$ cat src/rtl/iob_fifo_pkg.sv
// Shared constants and helpers for the iob_fifo_sync_ctrl FIFO controller.
package iob_fifo_pkg;

  // Number of words held by a FIFO whose RAM has addr_w address bits.
  function automatic int unsigned FIFO_DEPTH(input int unsigned addr_w);
    return 32'd1 << addr_w;
  endfunction

  // Occupancy needs one extra bit so that a completely full FIFO is representable.
  function automatic int unsigned LEVEL_W(input int unsigned addr_w);
    return addr_w + 32'd1;
  endfunction

  // Default almost-empty threshold (level at or below which it asserts).
  localparam int unsigned ALM_EMPTY_LVL_DEF = 1;
  // Default almost-full threshold sits this many words below full.
  localparam int unsigned ALM_FULL_MARGIN_DEF = 1;

endpackage

$ cat src/rtl/iob_fifo_sync_ctrl_if.sv
// Bus bundle of iob_fifo_sync_ctrl: user write/read handshake, status and the
// external RAM ports. The almost-full/empty flags exist only when
// IOB_FIFO_SYNC_CTRL_ALMOST_EN is defined.
interface iob_fifo_sync_ctrl_if
  import iob_fifo_pkg::*;
#(
  parameter int unsigned DATA_W = 8,
  parameter int unsigned ADDR_W = 4
);

  logic                        w_en_i;
  logic [DATA_W-1:0]           w_data_i;
  logic                        full_o;
  logic                        r_en_i;
  logic [DATA_W-1:0]           r_data_o;
  logic                        r_valid_o;
  logic                        empty_o;
  logic [LEVEL_W(ADDR_W)-1:0]  level_o;
  logic                        overflow_o;
  logic                        underflow_o;
  logic                        ext_mem_w_en_o;
  logic [ADDR_W-1:0]           ext_mem_w_addr_o;
  logic [DATA_W-1:0]           ext_mem_w_data_o;
  logic                        ext_mem_r_en_o;
  logic [ADDR_W-1:0]           ext_mem_r_addr_o;
  logic [DATA_W-1:0]           ext_mem_r_data_i;
`ifdef IOB_FIFO_SYNC_CTRL_ALMOST_EN
  logic                        almost_full_o;
  logic                        almost_empty_o;
`endif

  // FIFO controller side
  modport slave (
    input  w_en_i, w_data_i, r_en_i, ext_mem_r_data_i,
`ifdef IOB_FIFO_SYNC_CTRL_ALMOST_EN
    output almost_full_o, almost_empty_o,
`endif
    output full_o, r_data_o, r_valid_o, empty_o, level_o, overflow_o, underflow_o,
    output ext_mem_w_en_o, ext_mem_w_addr_o, ext_mem_w_data_o,
    output ext_mem_r_en_o, ext_mem_r_addr_o
  );

  // User / RAM side
  modport master (
    output w_en_i, w_data_i, r_en_i, ext_mem_r_data_i,
`ifdef IOB_FIFO_SYNC_CTRL_ALMOST_EN
    input  almost_full_o, almost_empty_o,
`endif
    input  full_o, r_data_o, r_valid_o, empty_o, level_o, overflow_o, underflow_o,
    input  ext_mem_w_en_o, ext_mem_w_addr_o, ext_mem_w_data_o,
    input  ext_mem_r_en_o, ext_mem_r_addr_o
  );

endinterface

$ cat src/rtl/iob_fifo_level_ctrl.sv
// Occupancy counter and registered full/empty flags of the FIFO. With
// IOB_FIFO_SYNC_CTRL_ALMOST_EN defined it also produces almost_full/empty.
// All flags are registered from the next level so they line up with it.
module iob_fifo_level_ctrl
  import iob_fifo_pkg::*;
#(
  parameter int unsigned ADDR_W = 4
`ifdef IOB_FIFO_SYNC_CTRL_ALMOST_EN
  ,
  parameter int unsigned ALM_FULL_LVL  = FIFO_DEPTH(ADDR_W) - ALM_FULL_MARGIN_DEF,
  parameter int unsigned ALM_EMPTY_LVL = ALM_EMPTY_LVL_DEF
`endif
) (
  input  logic                       clk,
  input  logic                       rst_n,
  input  logic                       w_acc,
  input  logic                       r_acc,
  output logic [LEVEL_W(ADDR_W)-1:0] level,
  output logic                       full,
  output logic                       empty
`ifdef IOB_FIFO_SYNC_CTRL_ALMOST_EN
  ,
  output logic                       almost_full,
  output logic                       almost_empty
`endif
);

  localparam int unsigned    LW      = LEVEL_W(ADDR_W);
  localparam logic [LW-1:0]  DEPTH_L = LW'(FIFO_DEPTH(ADDR_W));

  logic [LW-1:0] level_nxt;

  // Next occupancy: a simultaneous accepted write and read cancel out.
  always_comb begin
    level_nxt = level;
    if (w_acc && !r_acc) begin
      level_nxt = level + LW'(1);
    end else if (r_acc && !w_acc) begin
      level_nxt = level - LW'(1);
    end
  end

  // Level register with full/empty flags derived from the next level.
  always_ff @(posedge clk) begin
    if (!rst_n) begin
      level <= '0;
      empty <= 1'b1;
      full  <= 1'b0;
    end else begin
      level <= level_nxt;
      empty <= (level_nxt == '0);
      full  <= (level_nxt == DEPTH_L);
    end
  end

`ifdef IOB_FIFO_SYNC_CTRL_ALMOST_EN
  // Threshold flags, also registered from the next level.
  always_ff @(posedge clk) begin
    if (!rst_n) begin
      almost_full  <= 1'b0;
      almost_empty <= 1'b1;
    end else begin
      almost_full  <= (level_nxt >= LW'(ALM_FULL_LVL));
      almost_empty <= (level_nxt <= LW'(ALM_EMPTY_LVL));
    end
  end
`endif

endmodule

$ cat src/rtl/iob_fifo_sync_ctrl.sv
// Single-clock FIFO controller in front of an external two-port RAM with a
// registered (1-cycle) read port. Owns the pointers, occupancy and flags and
// drives both RAM ports; data passes straight through.
// Optional almost-full/empty flags: define IOB_FIFO_SYNC_CTRL_ALMOST_EN.
module iob_fifo_sync_ctrl
  import iob_fifo_pkg::*;
#(
  parameter int unsigned DATA_W        = 8,
  parameter int unsigned ADDR_W        = 4,
  parameter int unsigned ALM_FULL_LVL  = FIFO_DEPTH(ADDR_W) - ALM_FULL_MARGIN_DEF,
  parameter int unsigned ALM_EMPTY_LVL = ALM_EMPTY_LVL_DEF
) (
  input  logic                 clk_i,
  input  logic                 rst_n_i,
  iob_fifo_sync_ctrl_if.slave  bus
);

  // Elaboration-time sanity checks on the configuration.
  if (DATA_W != $bits(bus.w_data_i) || ADDR_W != $bits(bus.ext_mem_w_addr_o)) begin : g_bad_bus_w
    $error("iob_fifo_sync_ctrl: bus widths do not match DATA_W/ADDR_W");
  end
  if (ALM_FULL_LVL > FIFO_DEPTH(ADDR_W) || ALM_EMPTY_LVL > FIFO_DEPTH(ADDR_W)) begin : g_bad_alm_lvl
    $error("iob_fifo_sync_ctrl: almost thresholds exceed FIFO depth");
  end

  logic [ADDR_W-1:0] w_ptr;
  logic [ADDR_W-1:0] r_ptr;
  logic              w_acc;
  logic              r_acc;
  logic              full;
  logic              empty;

  // Accept against the registered flags only; reset blocks both RAM enables
  // even before the flags hold defined values.
  always_comb begin
    w_acc                = rst_n_i & bus.w_en_i & ~full;
    r_acc                = rst_n_i & bus.r_en_i & ~empty;
    bus.ext_mem_w_en_o   = w_acc;
    bus.ext_mem_w_addr_o = w_ptr;
    bus.ext_mem_w_data_o = bus.w_data_i;
    bus.ext_mem_r_en_o   = r_acc;
    bus.ext_mem_r_addr_o = r_ptr;
    bus.r_data_o         = bus.ext_mem_r_data_i;
    bus.full_o           = full;
    bus.empty_o          = empty;
  end

  // Pointers wrap naturally at the RAM size; read-valid and error pulses.
  always_ff @(posedge clk_i) begin
    if (!rst_n_i) begin
      w_ptr           <= '0;
      r_ptr           <= '0;
      bus.r_valid_o   <= 1'b0;
      bus.overflow_o  <= 1'b0;
      bus.underflow_o <= 1'b0;
    end else begin
      if (w_acc) begin
        w_ptr <= w_ptr + ADDR_W'(1);
      end
      if (r_acc) begin
        r_ptr <= r_ptr + ADDR_W'(1);
      end
      bus.r_valid_o   <= r_acc;
      bus.overflow_o  <= bus.w_en_i & full;
      bus.underflow_o <= bus.r_en_i & empty;
    end
  end

  iob_fifo_level_ctrl #(
    .ADDR_W        (ADDR_W)
`ifdef IOB_FIFO_SYNC_CTRL_ALMOST_EN
    ,
    .ALM_FULL_LVL  (ALM_FULL_LVL),
    .ALM_EMPTY_LVL (ALM_EMPTY_LVL)
`endif
  ) u_level_ctrl (
    .clk          (clk_i),
    .rst_n        (rst_n_i),
    .w_acc        (w_acc),
    .r_acc        (r_acc),
    .level        (bus.level_o),
    .full         (full),
    .empty        (empty)
`ifdef IOB_FIFO_SYNC_CTRL_ALMOST_EN
    ,
    .almost_full  (bus.almost_full_o),
    .almost_empty (bus.almost_empty_o)
`endif
  );

endmodule

$ cat src/flat_wrapper.sv
// flat-port wrapper written by rule: the top's interface ports become plain ports
module iob_fifo_sync_ctrl_flat import iob_fifo_pkg::*;
#(
  parameter int unsigned DATA_W        = 8,
  parameter int unsigned ADDR_W        = 4,
  parameter int unsigned ALM_FULL_LVL  = FIFO_DEPTH(ADDR_W) - ALM_FULL_MARGIN_DEF,
  parameter int unsigned ALM_EMPTY_LVL = ALM_EMPTY_LVL_DEF
)
  (clk_i, rst_n_i, bus_w_en_i, bus_w_data_i, bus_r_en_i, bus_ext_mem_r_data_i, bus_full_o, bus_r_data_o, bus_r_valid_o, bus_empty_o, bus_level_o, bus_overflow_o, bus_underflow_o, bus_ext_mem_w_en_o, bus_ext_mem_w_addr_o, bus_ext_mem_w_data_o, bus_ext_mem_r_en_o, bus_ext_mem_r_addr_o);
  iob_fifo_sync_ctrl_if #(.DATA_W(DATA_W), .ADDR_W(ADDR_W)) bus_i ();
  input  logic clk_i;
  input  logic rst_n_i;
  input wire logic [$bits(bus_i.w_en_i)-1:0] bus_w_en_i;
  input wire logic [$bits(bus_i.w_data_i)-1:0] bus_w_data_i;
  input wire logic [$bits(bus_i.r_en_i)-1:0] bus_r_en_i;
  input wire logic [$bits(bus_i.ext_mem_r_data_i)-1:0] bus_ext_mem_r_data_i;
  output wire logic [$bits(bus_i.full_o)-1:0] bus_full_o;
  output wire logic [$bits(bus_i.r_data_o)-1:0] bus_r_data_o;
  output wire logic [$bits(bus_i.r_valid_o)-1:0] bus_r_valid_o;
  output wire logic [$bits(bus_i.empty_o)-1:0] bus_empty_o;
  output wire logic [$bits(bus_i.level_o)-1:0] bus_level_o;
  output wire logic [$bits(bus_i.overflow_o)-1:0] bus_overflow_o;
  output wire logic [$bits(bus_i.underflow_o)-1:0] bus_underflow_o;
  output wire logic [$bits(bus_i.ext_mem_w_en_o)-1:0] bus_ext_mem_w_en_o;
  output wire logic [$bits(bus_i.ext_mem_w_addr_o)-1:0] bus_ext_mem_w_addr_o;
  output wire logic [$bits(bus_i.ext_mem_w_data_o)-1:0] bus_ext_mem_w_data_o;
  output wire logic [$bits(bus_i.ext_mem_r_en_o)-1:0] bus_ext_mem_r_en_o;
  output wire logic [$bits(bus_i.ext_mem_r_addr_o)-1:0] bus_ext_mem_r_addr_o;
  assign bus_i.w_en_i = bus_w_en_i;
  assign bus_i.w_data_i = bus_w_data_i;
  assign bus_i.r_en_i = bus_r_en_i;
  assign bus_i.ext_mem_r_data_i = bus_ext_mem_r_data_i;
  assign bus_full_o = bus_i.full_o;
  assign bus_r_data_o = bus_i.r_data_o;
  assign bus_r_valid_o = bus_i.r_valid_o;
  assign bus_empty_o = bus_i.empty_o;
  assign bus_level_o = bus_i.level_o;
  assign bus_overflow_o = bus_i.overflow_o;
  assign bus_underflow_o = bus_i.underflow_o;
  assign bus_ext_mem_w_en_o = bus_i.ext_mem_w_en_o;
  assign bus_ext_mem_w_addr_o = bus_i.ext_mem_w_addr_o;
  assign bus_ext_mem_w_data_o = bus_i.ext_mem_w_data_o;
  assign bus_ext_mem_r_en_o = bus_i.ext_mem_r_en_o;
  assign bus_ext_mem_r_addr_o = bus_i.ext_mem_r_addr_o;
  iob_fifo_sync_ctrl #(.DATA_W(DATA_W), .ADDR_W(ADDR_W), .ALM_FULL_LVL(ALM_FULL_LVL), .ALM_EMPTY_LVL(ALM_EMPTY_LVL)) u_core (.clk_i(clk_i), .rst_n_i(rst_n_i), .bus(bus_i));
endmodule
$ cat config.mk
export PLATFORM = sky130hd
export DESIGN_NAME = iob_fifo_sync_ctrl_flat
export DESIGN_NICKNAME = d
export VERILOG_FILES = /design/src/rtl/iob_fifo_pkg.sv /design/src/rtl/iob_fifo_sync_ctrl_if.sv /design/src/rtl/iob_fifo_level_ctrl.sv /design/src/rtl/iob_fifo_sync_ctrl.sv /design/src/flat_wrapper.sv
export SDC_FILE = /design/constraint.sdc
export NUM_CORES = 1
export LEC_CHECK = 0
export ABC_AREA = 0
export BUFFER_PORTS_ARGS = -buffer_cell sky130_fd_sc_hd__buf_2
export CORE_ASPECT_RATIO = 1.5
export CORE_MARGIN = 4
export CORE_UTILIZATION = 47
export CTS_BUF_LIST = sky130_fd_sc_hd__clkbuf_16
export CTS_CLUSTER_SIZE = 14
export DETAILED_ROUTE_END_ITERATION = 10
export PLACE_DENSITY = 0.84
export SLEW_MARGIN = 20
export SYNTH_ARGS = -nofsm -noshare
export SYNTH_HDL_FRONTEND = slang
export SYNTH_HIERARCHICAL = 1
export SYNTH_SLANG_ARGS = --single-unit
$ cat constraint.sdc
create_clock -name clk_i -period 5.15 [get_ports clk_i]
set_clock_uncertainty 0.15 [all_clocks]
set_input_delay 0 -clock clk_i [delete_from_list [all_inputs] [get_ports clk_i]]
set_output_delay 0 -clock clk_i [all_outputs]
set_load 0.005 [all_outputs]
==> summary.md <==
| Metric | Value |
|---|---|
| Fill count | 171 |
| Unrepaired setup endpoints after global routing | no |
| Class of the most critical setup path | input port to flip-flop |
| Layout cells sized above 1 | 25.0% |
| Post-synth top area share | 35.2% |
| Worst path arrival time | 2.34 ns |
| ANT nets after route | 0 |
| Worst slew margin | 61.8% |
| CP Capture Type | flip-flop |
| Sink Count | 18 |
| Maxcap violations | 0 |
| Comb power frac | 18.3% |
| Synth unique cells | 35 |
| Leakage power | 0.000610 µW |
| Total power draw | 381 µW |
| Most numerous cell in the Yosys netlist | dfxtp_1 |
| Asr flop ratio synth | 0% |
| Worst-case reg-to-reg path depth | 5 |
| Vias in the first global route | 794 |
| Synthesized cell area | 1020 µm² |
| Vias | 801 |
| Global-route wire length before repair | 3.53 mm |
| Row cnt | 20 |
| Predominant post-synthesis flop cell | dfxtp_1 |
| IO Count | 56 |
| IO Port Bufs | 23 |
| Tcrit/Tclk final | 45.3% |
| Clk_lat worst skew | 0.25 ns |
| Register share of total power | 41.9% |
| Final Non-Filler Cells | 154 |
| Worst setup SP type | input port |
| GP Congestion | 0.779 |
| Hold Path End | u_core/bus.ext_mem_r_addr_o[3]$_SDFFE_PN0P_ |
| Mean Syn Cell Area | 9.57 µm² |
| Ant. Diodes | 0 |
| TritonCTS clock tree | done |
| CORE AREA | 2050 µm² |
| HPWL after detailed placement | 1.37 mm |
| Largest net degree at the start of global routing | 18 |
| Worst EP required | 5.16 ns |
| Synth-to-Final Area Change | 24.7% |
| Syn Nets | 131 |
| Status | complete, no violations |
| Switching power | 92.1 µW |
| 1st-iter DRT viols | 7 |
| Mux contribution to synthesized area | 5.87% |
| Max IR drop VDD | 219 µV |
| Die X | 46.1 µm |
| Worst hold path startpoint | u_core/bus.ext_mem_r_addr_o[3]$_SDFFE_PN0P_ |
| Root Buffer | clkbuf_16 |
| Yosys reg bits | 18 |
| Fin crit period | 2.33 ns |
| DR pass1 iterations | 4 |
| Slew @ Worst Pin | 0.574 ns |
| Cell taking the most area after synthesis | dfxtp_1 |
| Clock Tree Buf Depth | 2 |
| EDFF count, synth | 0 |
| TritonCTS Buffers | 3 |
| Initial antenna violation count | 0 |
| Starting Density | 49.9% |
| Drt via density | 5.20 |
| Synth top cells by count | dfxtp_1, buf_4, nand2_1 |
| Maximum clock frequency | 429 MHz |
| Clk slew on worst S/H paths | 0.05 ns |
| Power Density | 298 nW/µm² |
| Simple-gate share of the synthesized area | 24.3% |
| Final setup violating endpoints | 0 |
| Worst path max stage delay | 0.57 ns |
| Sw frac | 24.2% |
| Largest cells by area after synthesis | dfxtp_1, buf_4, mux2i_1 |
| Pint | 289 µW |
| Synth Area in XOR/XNOR | 4.28% |
| CP max FO | 17 |
| Reg2reg end | u_core/u_level_ctrl/full$_SDFF_PN0_ |
| Placed cell count | 131 |
| Synth Area in Compound Gates | 8.80% |
| Flop-to-flop setup slack | 3.03 ns |
| Die Ht | 65.2 µm |
| Htree depth | 1 |
| Cell count after synthesis | 107 |
| Largest family of logic cells by synthesized area | simple AND/OR/NAND/NOR gates |
| Pins over their slew limit | 0 |
| Sequential element share of the synthesized area | 35.2% |
| Gr usage total | 16.0% |
| Sum Neg Setup Slack | 0 ns |
| WHS Path Cells | 1 |
| Synth Warn # | 6 |
| HP Class | flip-flop to flip-flop |
| DR DRC count | 0 |
| Wire length per cell | 13.9 µm |
| Layout Nets | 157 |
| Clock share of power | 39.9% |
| Crit path cell chain | dlygate4sd3_1 > buf_2 > and3b_1 > or3b_1 > o311ai_2 > o221ai_2 > nor4b_2 |
| Post-Synth Adder-Cell Area | 4.89% |
| Hold Violations, Final | 0 |
| Reg-to-reg critical path startpoint | u_core/u_level_ctrl/empty$_SDFF_PN1_ |
| Die area | 3000 µm² |
| Congestion Overflow GR | 0 |
| Slowest CP cell | and3b_1 |
| Final WL | 2.13 mm |
worst max-delay path, delay by kind of cell:
family,cells,cell delay (ns)
buf+inv,2,0.80
compound gates,2,0.28
simple gates,3,1.26
cells by family (layout without fill, tap and decap cells):
logic type      Yosys count  in the layout
compound gates           10             10
xor+xnor                  5              5
fa+ha+maj                 4              4
buf+inv                  24             49
flops                    18             18
mux                       6              6
simple gates             40             40
cells in the final DEF, fill, tap and decap left out, drive strengths merged, types with 3 or more instances in the layout:
master / count
buf: 23
dlygate4sd3: 19
dfxtp: 18
nand2: 12
mux2i: 6
and2: 5
ha: 4
and3b: 4
clkbuf: 3
xnor2: 3
inv: 3
nor2: 3
nand3b: 3
per-stage QoR:
| stage | hold WS, ns | util [%] | worst slack (ns) | instance area, µm² |
|---|---|---|---|---|
| after floorplan | -0.0789 | - | 3.32 | 1020 |
| after global placement | -0.150 | 49.1 | 3.16 | 1010 |
| after detailed placement | -0.150 | 49.1 | 3.06 | 1010 |
| after CTS | 0.306 | 62.2 | 2.86 | 1280 |
| after global routing | 0.346 | 62.2 | 2.62 | 1280 |
| final | 0.301 | 62.2 | 2.82 | 1280 |
worst max path at each step:
stage | start | end | slack, ns | cells after the start
6_report | rst_n_i | u_core/u_level_ctrl/full$_SDFF_PN0_ | 2.82 | 7
5_1_grt | rst_n_i | u_core/u_level_ctrl/full$_SDFF_PN0_ | 2.62 | 7
4_1_cts | rst_n_i | u_core/u_level_ctrl/full$_SDFF_PN0_ | 2.86 | 7
3_5_place_dp | u_core/u_level_ctrl/empty$_SDFF_PN1_ | u_core/u_level_ctrl/full$_SDFF_PN0_ | 3.06 | 5
3_3_place_gp | u_core/u_level_ctrl/empty$_SDFF_PN1_ | u_core/u_level_ctrl/full$_SDFF_PN0_ | 3.16 | 5
2_1_floorplan | u_core/u_level_ctrl/full$_SDFF_PN0_ | u_core/u_level_ctrl/full$_SDFF_PN0_ | 3.32 | 7
state kept, by name, indices dropped and copies added, names as in the netlist:
signal and flops:
u_core/bus.ext_mem_r_addr_o 4, u_core/u_level_ctrl/full 1, u_core/u_level_ctrl/empty 1, u_core/bus.underflow_o 1, u_core/bus.overflow_o 1, u_core/u_level_ctrl/level 5
u_core/bus.ext_mem_w_addr_o 4, u_core/bus.r_valid_o 1
metal layers:
metal / track usage, % / part of all wire (%) / vias to the layer above
met5: 0 / 0 / -
met4: 8.54 / 1.6 / 0
met3: 2.47 / 5.9 / 2
met2: 26.6 / 54 / 36
met1: 18.8 / 39 / 366
li1: - / - / 397
timing repair:
action,in CTS,in global routing
hold endpoints to repair,24,0
gates resized for setup,0,0
hold buffers,19,0
buffers inserted,0,0
power by group through the flow:
stage | Combinational (µW) | Sequential [µW] | Clock, µW
finish | 69.6 | 159 | 152
global route | 78.1 | 161 | 164
CTS | 69.5 | 159 | 155
detailed placement | 55.9 | 162 | 0
floorplan | 48.9 | 162 | 0
global placement | 52.8 | 161 | 0
cell type report:
type | count | area, µm² | area share [%]
multi-input cells | 65 | 493 | 38.6
flip-flops and latches | 18 | 360 | 28.2
repair buffers | 42 | 305 | 23.9
well taps | 22 | 27.5 | 2.16
clock inverters | 1 | 3.75 | 0.294
inverters | 3 | 11.3 | 0.882
clock buffers | 3 | 75.1 | 5.88
(Power assumes the default switching activity.)
